**src/rtl/rf_write_arbiter_pkg.sv**
```systemverilog
// Shared writeback constants: requester count, register file widths and requester IDs.
package rf_write_arbiter_pkg;

  localparam int unsigned NUM_REQ = 3;
  localparam int unsigned ADDR_W  = 5;
  localparam int unsigned DATA_W  = 32;
  localparam int unsigned CNT_W   = 16;

  // Fixed requester slots on the writeback port.
  typedef enum logic [1:0] {
    REQ_ALU  = 2'd0,
    REQ_LOAD = 2'd1,
    REQ_LINK = 2'd2
  } req_id_e;

endpackage

```
**src/rtl/rf_write_arbiter_if.sv**
```systemverilog
// Writeback bus between the requesters and the register file write port.
interface rf_write_arbiter_if #(
  parameter int unsigned NUM_REQ = rf_write_arbiter_pkg::NUM_REQ,
  parameter int unsigned ADDR_W  = rf_write_arbiter_pkg::ADDR_W,
  parameter int unsigned DATA_W  = rf_write_arbiter_pkg::DATA_W
) ();

  logic                                stall;
  logic [NUM_REQ-1:0]                  req;
  logic [NUM_REQ*ADDR_W-1:0]           req_addr;
  logic [NUM_REQ*DATA_W-1:0]           req_data;
  logic [NUM_REQ-1:0]                  gnt;
  logic                                writeEnable;
  logic [ADDR_W-1:0]                   writeAddr;
  logic [DATA_W-1:0]                   writeData;
  logic [rf_write_arbiter_pkg::CNT_W-1:0] writeCount;

  // Requester / pipeline side.
  modport master (
    output stall, req, req_addr, req_data,
    input  gnt, writeEnable, writeAddr, writeData, writeCount
  );

  // Arbiter side.
  modport slave (
    input  stall, req, req_addr, req_data,
    output gnt, writeEnable, writeAddr, writeData, writeCount
  );

endinterface

```
**src/rtl/rf_write_arbiter_rr_pick.sv**
```systemverilog
// Combinational round-robin picker: first requester at or above ptr, wrapping upward.
module rr_pick
  import rf_write_arbiter_pkg::*;
#(
  parameter int unsigned NumReq = NUM_REQ,
  parameter int unsigned PtrW   = 2
) (
  input  logic [NumReq-1:0] req,
  input  logic [PtrW-1:0]   ptr,
  output logic [NumReq-1:0] gnt
);

  logic [PtrW-1:0] idx;

  // Rotate the search start to ptr and keep only the first hit.
  always_comb begin
    gnt = '0;
    idx = '0;
    for (int unsigned k = 0; k < NumReq; k++) begin
      idx = PtrW'((32'(ptr) + k) % NumReq);
      if (req[idx] && (gnt == '0)) begin
        gnt[idx] = 1'b1;
      end
    end
  end

endmodule

```
**src/rtl/rf_write_arbiter.sv**
```systemverilog
// Register file write arbiter: round-robin grant, registered write port and commit counter.
module rf_write_arbiter #(
  parameter int unsigned NUM_REQ = rf_write_arbiter_pkg::NUM_REQ,
  parameter int unsigned ADDR_W  = rf_write_arbiter_pkg::ADDR_W,
  parameter int unsigned DATA_W  = rf_write_arbiter_pkg::DATA_W
) (
  input logic                clk,
  input logic                rst,
  rf_write_arbiter_if.slave  bus
);

  import rf_write_arbiter_pkg::*;

  localparam int unsigned PtrW = (NUM_REQ > 1) ? $clog2(NUM_REQ) : 1;

  logic [PtrW-1:0]    ptr_q, ptr_d, win_idx;
  logic [NUM_REQ-1:0] pick_gnt, gnt;
  logic [ADDR_W-1:0]  win_addr, addr_q, addr_d;
  logic [DATA_W-1:0]  win_data, data_q, data_d;
  logic               we_q, we_d;
  logic [CNT_W-1:0]   cnt_q, cnt_d;

  rr_pick #(
    .NumReq (NUM_REQ),
    .PtrW   (PtrW)
  ) u_rr_pick (
    .req (bus.req),
    .ptr (ptr_q),
    .gnt (pick_gnt)
  );

  // Suppress grants during reset or stall, then decode the single winner's slot.
  always_comb begin
    gnt      = (rst || bus.stall) ? '0 : pick_gnt;
    win_idx  = '0;
    win_addr = '0;
    win_data = '0;
    for (int unsigned i = 0; i < NUM_REQ; i++) begin
      if (gnt[i]) begin
        win_idx  = PtrW'(i);
        win_addr = bus.req_addr[i*ADDR_W +: ADDR_W];
        win_data = bus.req_data[i*DATA_W +: DATA_W];
      end
    end
  end

  // Next state: load the winner, but writes to index 0 are swallowed without a strobe.
  always_comb begin
    ptr_d  = ptr_q;
    we_d   = 1'b0;
    addr_d = addr_q;
    data_d = data_q;
    cnt_d  = cnt_q;
    if (|gnt) begin
      ptr_d  = (32'(win_idx) == NUM_REQ - 1) ? '0 : win_idx + PtrW'(1);
      we_d   = |win_addr;
      addr_d = win_addr;
      data_d = win_data;
      cnt_d  = we_d ? cnt_q + CNT_W'(1) : cnt_q;
    end
  end

  // State registers with synchronous reset.
  always_ff @(posedge clk) begin
    if (rst) begin
      ptr_q  <= '0;
      we_q   <= 1'b0;
      addr_q <= '0;
      data_q <= '0;
      cnt_q  <= '0;
    end else begin
      ptr_q  <= ptr_d;
      we_q   <= we_d;
      addr_q <= addr_d;
      data_q <= data_d;
      cnt_q  <= cnt_d;
    end
  end

  assign bus.gnt         = gnt;
  assign bus.writeEnable = we_q;
  assign bus.writeAddr   = addr_q;
  assign bus.writeData   = data_q;
  assign bus.writeCount  = cnt_q;

endmodule

```
**src/flat_wrapper.sv**
```systemverilog
// flat-port wrapper written by rule: the top's interface ports become plain ports
module rf_write_arbiter_flat import rf_write_arbiter_pkg::*;
#(
  parameter int unsigned NUM_REQ = rf_write_arbiter_pkg::NUM_REQ,
  parameter int unsigned ADDR_W  = rf_write_arbiter_pkg::ADDR_W,
  parameter int unsigned DATA_W  = rf_write_arbiter_pkg::DATA_W
)
  (clk, rst, bus_stall, bus_req, bus_req_addr, bus_req_data, bus_gnt, bus_writeEnable, bus_writeAddr, bus_writeData, bus_writeCount);
  rf_write_arbiter_if #(.NUM_REQ(NUM_REQ), .ADDR_W(ADDR_W), .DATA_W(DATA_W)) bus_i ();
  input logic clk;
  input logic rst;
  input wire logic [$bits(bus_i.stall)-1:0] bus_stall;
  input wire logic [$bits(bus_i.req)-1:0] bus_req;
  input wire logic [$bits(bus_i.req_addr)-1:0] bus_req_addr;
  input wire logic [$bits(bus_i.req_data)-1:0] bus_req_data;
  output wire logic [$bits(bus_i.gnt)-1:0] bus_gnt;
  output wire logic [$bits(bus_i.writeEnable)-1:0] bus_writeEnable;
  output wire logic [$bits(bus_i.writeAddr)-1:0] bus_writeAddr;
  output wire logic [$bits(bus_i.writeData)-1:0] bus_writeData;
  output wire logic [$bits(bus_i.writeCount)-1:0] bus_writeCount;
  assign bus_i.stall = bus_stall;
  assign bus_i.req = bus_req;
  assign bus_i.req_addr = bus_req_addr;
  assign bus_i.req_data = bus_req_data;
  assign bus_gnt = bus_i.gnt;
  assign bus_writeEnable = bus_i.writeEnable;
  assign bus_writeAddr = bus_i.writeAddr;
  assign bus_writeData = bus_i.writeData;
  assign bus_writeCount = bus_i.writeCount;
  rf_write_arbiter #(.NUM_REQ(NUM_REQ), .ADDR_W(ADDR_W), .DATA_W(DATA_W)) u_core (.clk(clk), .rst(rst), .bus(bus_i));
endmodule
```
**config.mk**
```make
export PLATFORM = sky130hd
export DESIGN_NAME = rf_write_arbiter_flat
export DESIGN_NICKNAME = d
export VERILOG_FILES = /design/src/rtl/rf_write_arbiter_pkg.sv /design/src/rtl/rf_write_arbiter_if.sv /design/src/rtl/rf_write_arbiter_rr_pick.sv /design/src/rtl/rf_write_arbiter.sv /design/src/flat_wrapper.sv
export SDC_FILE = /design/constraint.sdc
export NUM_CORES = 1
export LEC_CHECK = 0
export CAP_MARGIN = 10
export CORE_UTILIZATION = 43
export DETAILED_ROUTE_END_ITERATION = 10
export GPL_ROUTABILITY_DRIVEN = 0
export MAX_ROUTING_LAYER = met4
export PLACE_DENSITY = 0.95
export RECOVER_POWER = 50
export SYNTH_ARGS = -nofsm -noshare
export SYNTH_HDL_FRONTEND = slang
export SYNTH_SLANG_ARGS = --single-unit
```
**constraint.sdc**
```tcl
create_clock -name clk -period 5.3 [get_ports clk]
set_input_delay 0.795 -clock clk [delete_from_list [all_inputs] [get_ports clk]]
set_output_delay 0.795 -clock clk [all_outputs]
set_load 0.05 [all_outputs]
```
==> results.txt, run 1 <==
Status = completed
Fill cell count = 572
Later-pin clock latency in the skew report = 0.32 ns
Post_cts resized = 0
Hold WC Path Type = flop to flop
WL final = 10.7 mm
Largest net degree at the start of global routing = 66
Max Root-Sink Buffers = 2
Initial antenna violation count = 0
Synth Flop Type = dfxtp_1
CTS clk-pin slew, worst paths = 0.09 ns
Via/cell ratio = 5.84
Hold-fix buffers, CTS = 0
Setup Buffers After CTS = 0
Rows = 31
Multi-input logic area = 0.00201 mm²
Critical path's slowest cell = clkdlybuf4s50_1
Seq/Total Area, Yosys = 0.333
DP Area = 0.00505 mm²
IO Pins = 174
WP data required = 4.51 ns
Sequential Power Share = 0.360
Iter 0 DRT Violations = 221
Total core area = 0.00741 mm²
PortBufs = 173
Clock power frac = 0.241
Minimum clock period after layout = 4.37 ns
GRT Residual Overflow = 0
Num Clock Sinks = 56
RSZ-0062 raised after global routing = false
DRC viols = 0
Vias in the first global route = 3579
Antenna cells = 0
YS warnings = 0
TritonCTS Buffers = 5
Crit path max fanout = 7
Die W = 90.5 µm
Area Growth Syn to Fin = 53.8%
Non-filler cells, final = 647
Element type at the critical path start = input pin
First-pass GRT wire length = 17.2 mm
Worst setup path class = input pin to primary output
Syn Area/Cell = 8.44 µm²
Final setup violation count = 0
Max-slew violation count = 0
Max frequency = 229 MHz
Tot Pwr = 1350 µW
H-tree depth = 2
P_sw = 488 µW
EDFF count, synth = 0
Worst clock skew = 0.0144 ns
WHS Path Cells = 2
Routed wire per std cell = 16.5 µm
Post-placement cell count = 640
Pwr Density = 261 mW/mm²
Synth area leaders = dfxtp_1, a22oi_1, a211oi_1, nor2_1, o21ai_0
Initial Util = 0.454
Yosys top cell by area = dfxtp_1
Setup TNS = 0 ns
Crit path cell chain = dlygate4sd3_1, mux2i_1, o211a_1, o32a_1, a221o_1, nand2_1, inv_1, clkdlybuf4s50_1
CP endpoint kind = primary output
MaxCap Viol Count = 0
Synthesized Nets = 521
GRT Overall Usage = 0.265
Pre-antenna DRT Iters = 5
Final Util = 0.699
Total vias in the final route = 3777
Int Pwr = 863 µW
Layout cells sized above 1 = 0.0766
Endpoints failing hold = 0
Logic pwr share = 0.400
Worst rel slew slack = 0.0322
Least-Margin Pin Slew = 1.45 ns
Synthesized area = 0.00337 mm²
CTS root buf = clkbuf_8
TritonCTS clock tree = yes
DP Wirelength = 7.84 mm
Crit path DAT = 3.57 ns
Synth Register Bits = 56
Post-route cell area = 0.00518 mm²
Sw Share = 0.362
Crit path largest cell delay = 0.72 ns
Final #Nets = 670
Die Ht = 90.5 µm
Max VDD drop = 162 µV
Register area = 0.00112 mm²
Reg2reg path depth = 10
Die area = 0.00819 mm²
Yosys top cell area share = 0.333
LEAKAGE = 0.00196 µW
Post-route ant nets = 0
Unique masters post-synth = 61
Post-Synthesis Cells = 399
Most common cell after layout, fill and taps aside = clkdlybuf4s50_1
Ys async rst share = 0
Tcrit/Tclk final = 0.824
Most frequent cells in the layout = clkdlybuf4s50_1, dfxtp_1, dlygate4sd3_1, nor2_1, o21ai_0
[sequential cells by signal, summed over array words and instances (netlist names)]
name,flops
u_core.bus.writeEnable,1
u_core.bus.writeAddr,5
u_core.bus.writeData,32
u_core.ptr_q,2
u_core.bus.writeCount,16
[metrics by stage]
stage          setup WS, ns  hold slack (ns)
6_report              0.932            0.502
3_5_place_dp           1.06            0.493
2_1_floorplan          1.81            0.494
5_1_grt               0.761            0.527
3_3_place_gp           1.15            0.486
4_1_cts                1.05            0.508
[final timing paths]
kind                                              from                                    end  slack (ns)
setup / recovery                            bus_req[0]                             bus_gnt[0]        0.93
hold reg to reg   u_core.bus.writeData[4]$_SDFFE_PP0P_   u_core.bus.writeData[4]$_SDFFE_PP0P_        0.50
setup reg to reg          u_core.ptr_q[0]$_SDFFE_PP0P_  u_core.bus.writeData[31]$_SDFFE_PP0P_        1.36
hold / removal    u_core.bus.writeData[4]$_SDFFE_PP0P_   u_core.bus.writeData[4]$_SDFFE_PP0P_        0.50
[power by group through the flow]
stage / Combinational [µW] / Clock [µW] / Sequential (µW)
after CTS: 555 / 330 / 488
after global placement: 541 / 0 / 494
after global routing: 575 / 347 / 491
final: 540 / 325 / 486
after floorplan: 202 / 0 / 638
after detailed placement: 553 / 0 / 498
[layout make-up]
class | instances | share of cell area
multi-input combinational | 299 | 0.388
inverter | 7 | 0.00507
timing repair buffer | 179 | 0.341
tap | 99 | 0.0239
clock inverter | 2 | 0.0116
sequential | 56 | 0.216
clock buffer | 5 | 0.0133
[layer usage]
| layer | part of all wire | up-vias | global-route usage |
|---|---|---|---|
| li1 | - | 1798 | - |
| met1 | 0.39 | 1754 | 0.305 |
| met2 | 0.51 | 195 | 0.456 |
| met3 | 0.070 | 30 | 0.0480 |
| met4 | 0.031 | 0 | 0.0968 |
| met5 | 0 | - | - |
[cells by family (layout without fill, tap and decap cells)]
| kind of cell | after synthesis | after routing | synth area share |
|---|---|---|---|
| XOR/XNOR | 1 | 1 | 0.00260 |
| flip-flops | 56 | 56 | 0.333 |
| AO/OA/AOI/OAI | 155 | 155 | 0.332 |
| AND/OR/NAND/NOR | 119 | 119 | 0.179 |
| buffers and inverters | 44 | 193 | 0.0717 |
| adder cells (fa/ha/maj) | 5 | 5 | 0.0186 |
| multiplexers | 19 | 19 | 0.0632 |
[cells in the mapped netlist (4+ instances only)]
library cell,instances
dfxtp_1,56
nor2_1,51
o21ai_0,36
a22oi_1,34
a211oi_1,33
a31oi_1,15
clkbuf_1,15
nand2_1,12
nor2b_1,12
nand3_1,11
buf_2,10
a21oi_1,8
inv_1,7
mux2_2,7
mux2i_1,7
buf_4,6
and3_1,5
ha_1,5
nand2b_1,5
nand4_1,5
buf_6,4
[critical path: cells and delay by family]
kind | cells | cell delay (ns)
simple gates | 1 | 0.10
buf+inv | 3 | 1.44
mux | 1 | 0.21
compound gates | 3 | 1.02
(Power assumes the default switching activity.)
==> inputs of run 2 (changes only) <==
CORE_UTILIZATION = 40   (was 43)
PLACE_DENSITY = 0.92   (was 0.95)
clock period = 4.6 ns   (was 5.3 ns; I/O delays follow)
==> run 2 against run 1 <==
  * Global-route usage is 2.7 points lower
  * Clock power is 19% lower
  * Final area is 0.41% lower
  * Die area is 7.3% higher
  * Critical path depth is 1 lower
  * Register-to-register slack worse by 0.74 ns
  * Sequential power is 15% higher
  * Highest routed layer unchanged
==> results.txt, run 2 (same netlist as run 1, synthesis figures left out) <==
TritonCTS Buffers = 5 (unchanged)
Buf/Inv on CP = 2 (-1)
Post-route ant nets = 0 (unchanged)
Setup Buffers After CTS = 0 (unchanged)
WL final = 10.5 mm (-1.6%)
Final #Nets = 671 (+0.15%)
Max frequency = 249 MHz
H-tree depth = 2 (unchanged)
Die area = 0.00879 mm² (+7.3%)
PortBufs = 173 (unchanged)
DP Wirelength = 7.89 mm (+0.64%)
Worst setup path class = flop to primary output
Max-slew violation count = 0 (unchanged)
Layout cells sized above 1 = 0.0801 (+0.00350)
Pre-antenna DRT Iters = 5 (unchanged)
Critical path's slowest cell = clkdlybuf4s50_1
Worst R2R Start = u_core.ptr_q[0]$_SDFFE_PP0P_
Hold_sp = u_core.bus.writeData[6]$_SDFFE_PP0P_
Least-Margin Pin Slew = 1.08 ns (-0.376 ns)
Die Ht = 93.7 µm (+3.6%)
Antenna cells = 0 (unchanged)
WHS Path Cells = 2 (unchanged)
Initial Util = 0.412 (-0.0426)
Largest net degree at the start of global routing = 66 (unchanged)
GRT Residual Overflow = 0 (unchanged)
Most common cell after layout, fill and taps aside = clkdlybuf4s50_1
WP data required = 3.91 ns (-0.60 ns)
Iter 0 DRT Violations = 188 (-15%)
Most frequent cells in the layout = clkdlybuf4s50_1, dfxtp_1, dlygate4sd3_1, nor2_1, o21ai_0
CTS clk-pin slew, worst paths = 0.09 ns (about the same)
Hold Path Sink = u_core.bus.writeData[6]$_SDFFE_PP0P_
Element type at the critical path start = flop
Hold WC Path Type = flop to flop
CP endpoint kind = primary output
DRC viols = 0 (unchanged)
Max VDD drop = 140 µV (-14%)
Final Util = 0.631 (-0.0682)
Reg2reg path depth = 10 (unchanged)
Worst clock skew = 0.0128 ns (-0.00162 ns)
Pwr Density = 281 mW/mm² (+7.5%)
Tcrit/Tclk final = 0.873
Crit path DAT = 3.33 ns (-0.24 ns)
Worst rel slew slack = 0.283 (+0.251)
Rows = 33 (+6.5%)
Worst r2r dst = u_core.bus.writeData[2]$_SDFFE_PP0P_
Final setup violation count = 0 (unchanged)
Max Root-Sink Buffers = 2 (unchanged)
Die W = 93.7 µm (+3.6%)
Hold-fix buffers, CTS = 0 (unchanged)
Num Clock Sinks = 56 (unchanged)
Family with the most delay on the worst path = buffers and inverters
TritonCTS clock tree = yes
Via/cell ratio = 5.72 (-2.0%)
Reg2Reg Setup Slack = 0.62 ns (-0.74 ns)
Vias in the first global route = 3493 (-2.4%)
Status = completed
MaxCap Viol Count = 0 (unchanged)
First-pass GRT wire length = 16.2 mm (-5.7%)
CTS root buf = clkbuf_8
Total vias in the final route = 3742 (-0.93%)
Total core area = 0.00818 mm² (+10%)
Setup TNS = 0 ns (unchanged)
Largest register FFs = 32 (unchanged)
Minimum clock period after layout = 4.02 ns
Routed wire per std cell = 16.0 µm (-2.7%)
Crit path cell chain = inv_1, ha_1, mux2_2, a21oi_2, o21ai_0, o32ai_2, clkdlybuf4s50_1
Area Growth Syn to Fin = 53.2%
Crit path max fanout = 16 (+9)
IO Pins = 174 (unchanged)
Later-pin clock latency in the skew report = 0.30 ns (-0.02 ns)
GRT Overall Usage = 0.237 (-0.0273)
RSZ-0062 raised after global routing = false
LEAKAGE = 0.00195 µW (-0.63%)
Endpoints failing hold = 0 (unchanged)
Post_cts resized = 0 (unchanged)
Crit path largest cell delay = 0.87 ns (+0.15 ns)
Initial antenna violation count = 0 (unchanged)
## run 2: worst reg2reg max path, stage by stage, from the launching register on
cell      delay [ns]
dfxtp_1         0.37
inv_1           0.09
ha_1            0.59
mux2_2          0.41
a21oi_2         0.22
o32a_1          0.25
a21o_1          0.86
o21ai_2         0.55
buf_4           0.35
nor2_1          0.11
a211oi_1        0.06
## run 2: final cells by class
type,count,area (µm²)
Timing Repair Buffer,180,1790
Sequential cell,56,1120
Clock buffer,5,68.8
Inverter,7,26.3
Fill cell,669,3020
Multi-Input combinational cell,299,2010
Clock inverter,2,12.5
Tap cell,105,131
## run 2: metal layers
layer	global-route usage	up-vias	part of all wire
met3	0.0413	12	0.074
met2	0.440	180	0.53
met4	0.0564	0	0.014
met1	0.262	1751	0.39
li1	-	1799	-
met5	-	-	0
## run 2: how the worst max path moves through the flow
stage	to	slack, ns	from	cells after the start
floorplan	u_core.bus.writeCount[14]$_SDFFE_PP0P_	1.18	u_core.ptr_q[0]$_SDFFE_PP0P_	10
global placement	bus_gnt[1]	0.70	bus_req[1]	6
detailed placement	bus_gnt[1]	0.68	bus_req[1]	6
CTS	bus_gnt[1]	0.53	u_core.ptr_q[0]$_SDFFE_PP0P_	7
global route	u_core.bus.writeData[29]$_SDFFE_PP0P_	0.28	u_core.ptr_q[0]$_SDFFE_PP0P_	10
finish	bus_gnt[1]	0.58	u_core.ptr_q[0]$_SDFFE_PP0P_	7
## run 2: stage by stage
step	hold slack (ns)	cells	area, µm²	power [µW]	setup slack (ns)
final	0.505	654	5160	1450	0.585
after CTS	0.510	654	5160	1470	0.534
after global routing	0.526	654	5160	1520	0.281
after floorplan	0.494	399	3370	967	1.18
after global placement	0.485	647	5080	1190	0.701
after detailed placement	0.494	647	5080	1210	0.677
## run 2: power breakdown
| group | internal (µW) | switching, µW |
|---|---|---|
| Combinational | 248 | 375 |
| Sequential | 534 | 26.7 |
| Clock | 104 | 159 |
==> inputs of run 3 (changes only) <==
GPL_ROUTABILITY_DRIVEN = not set   (was 0)
SLEW_MARGIN = 20   (was not set)
==> run 3 against run 2 <==
  * Setup slack worse by 0.091 ns
  * Global-route usage down 0.10 points
  * Critical path type unchanged
  * Final area up 0.15%
  * Clock power about the same
  * Largest cell class unchanged
  * Highest routed layer unchanged
  * Clock skew down 0.0020 ns
  * Critical path depth unchanged
==> results.txt, run 3 (same netlist as run 1, synthesis figures left out) <==
Final setup margin = 0.494 ns (-0.0909 ns)
Largest net degree at the start of global routing = 43 (-35%)
Tcrit/Tclk final = 0.893 (+0.0198)
Hold WC Path Type = flop to flop
Initial Util = 0.412 (unchanged)
Post-placement cell count = 647 (unchanged)
Critical path's slowest cell = clkdlybuf4s50_1
Post-route ant nets = 0 (unchanged)
Num Clock Sinks = 56 (unchanged)
Pwr Density = 280 mW/mm² (about the same)
LEAKAGE = 0.00195 µW (+0.27%)
Crit path max fanout = 16 (unchanged)
Element type at the critical path start = flop
Minimum clock period after layout = 4.11 ns (+0.0909 ns)
CTS root buf = clkbuf_8
Total core area = 0.00818 mm² (unchanged)
GRT Residual Overflow = 0 (unchanged)
Endpoints failing hold = 0 (unchanged)
Die Ht = 93.7 µm (unchanged)
Register area = 0.00112 mm² (unchanged)
Antenna cells = 0 (unchanged)
Hold-fix buffers, CTS = 0 (unchanged)
MaxCap Viol Count = 0 (unchanged)
Routed wire per std cell = 15.8 µm (-1.4%)
Via/cell ratio = 5.66 (-1.0%)
Later-pin clock latency in the skew report = 0.30 ns (about the same)
Die W = 93.7 µm (unchanged)
DRC viols = 0 (unchanged)
H-tree depth = 2 (unchanged)
Non-filler cells, final = 655 (+0.15%)
Total vias in the final route = 3709 (-0.88%)
Iter 0 DRT Violations = 179 (-4.8%)
WP data required = 3.91 ns (about the same)
IO Pins = 174 (unchanged)
Final setup violation count = 0 (unchanged)
DP Wirelength = 7.78 mm (-1.4%)
CTS clk-pin slew, worst paths = 0.10 ns (about the same)
Worst setup path class = flop to primary output
Final Util = 0.632 (+0.000918)
Setup TNS = 0 ns (unchanged)
Multi-input logic area = 0.00201 mm² (+0.19%)
GRT Overall Usage = 0.236 (-0.00101)
Setup Buffers After CTS = 0 (unchanged)
Least-Margin Pin Slew = 1.11 ns (+0.0299 ns)
Pre-antenna DRT Iters = 5 (unchanged)
Most common cell after layout, fill and taps aside = clkdlybuf4s50_1
Most frequent cells in the layout = clkdlybuf4s50_1, dfxtp_1, dlygate4sd3_1, nor2_1, o21ai_0
Max-slew violation count = 0 (unchanged)
TritonCTS Buffers = 5 (unchanged)
Final #Nets = 671 (unchanged)
Family with the most delay on the worst path = buffers and inverters
Post_cts resized = 0 (unchanged)
Worst rel slew slack = 0.263 (-0.0199)
Buf/Inv on CP = 2 (unchanged)
First-pass GRT wire length = 16.2 mm (-0.17%)
Layout cells sized above 1 = 0.0800 (-0.000146)
PortBufs = 173 (unchanged)
TritonCTS clock tree = yes
Fill cell count = 662 (-1.0%)
Area Growth Syn to Fin = 53.4%
Largest register FFs = 32 (unchanged)
GP Congestion = 0.857
Max Root-Sink Buffers = 2 (unchanged)
Max frequency = 244 MHz (-2.2%)
Die area = 0.00879 mm² (unchanged)
RSZ-0062 raised after global routing = false
Crit path cell chain = inv_1, ha_1, mux2_2, a21oi_2, o21ai_0, o32ai_2, clkdlybuf4s50_1
Pre-CTS WS = 0.592 ns (-0.0856 ns)
Max VDD drop = 137 µV (-1.8%)
Initial antenna violation count = 0 (unchanged)
Crit path DAT = 3.42 ns (+0.09 ns)
Rows = 33 (unchanged)
Crit path largest cell delay = 0.88 ns (about the same)
CP endpoint kind = primary output
Vias in the first global route = 3498 (+0.14%)
Worst clock skew = 0.0108 ns (-0.00197 ns)
Status = completed
WL final = 10.4 mm (-1.2%)
run 3: changes by cell type in the layout (fill, tap and decap cells not counted):
| cell | previous run | this run |
|---|---|---|
| clkinvlp_4 | 1 | 0 |
| nand3b_2 | 0 | 1 |
| clkbuf_1 | 0 | 2 |
| clkinv_2 | 1 | 0 |
| clkinv_4 | 0 | 1 |
| nand3b_1 | 4 | 3 |
run 3: worst paths after layout:
kind	startpoint	end	slack (ns)	depth (start not counted)
setup / recovery	u_core.ptr_q[0]$_SDFFE_PP0P_	bus_gnt[1]	0.49	7
hold / removal	u_core.bus.writeData[27]$_SDFFE_PP0P_	u_core.bus.writeData[27]$_SDFFE_PP0P_	0.50	2
setup reg to reg	u_core.ptr_q[0]$_SDFFE_PP0P_	u_core.bus.writeData[0]$_SDFFE_PP0P_	0.58	10
hold reg to reg	u_core.bus.writeData[27]$_SDFFE_PP0P_	u_core.bus.writeData[27]$_SDFFE_PP0P_	0.50	2
run 3: per-layer routing:
metal  up-vias  wire length (µm)  track usage
met5         -                 0            -
met4         0               184       0.0628
met3        12               691       0.0429
met2       164              5250        0.425
met1      1733              4240        0.268
li1       1800                 -            -
run 3: stage by stage:
step	cell area [µm²]	hold WS [ns]	total power, µW
floorplan	3370	0.494	967
global placement	5080	0.484	1200
detailed placement	5080	0.495	1210
CTS	5170	0.507	1470
global route	5160	0.527	1520
finish	5160	0.500	1450
run 3: area by class of cell:
cell class,count,area share
inverters,7,0.00509
clock buffers,7,0.0148
multi-input cells,299,0.390
well taps,105,0.0254
flip-flops and latches,56,0.217
clock inverters,1,0.00170
repair buffers,180,0.346
run 3: tightest hold or removal path, delay by kind of cell (launching register included):
family	cells	cell delay, ns
flip-flops	1	0.32
AND/OR/NAND/NOR	1	0.09
AO/OA/AOI/OAI	1	0.05
run 3: where the power goes:
group / internal (µW) / switching (µW) / leakage [µW]
Clock: 109 / 155 / 0.0000424
Combinational: 249 / 374 / 0.00145
Sequential: 534 / 26.6 / 0.000458
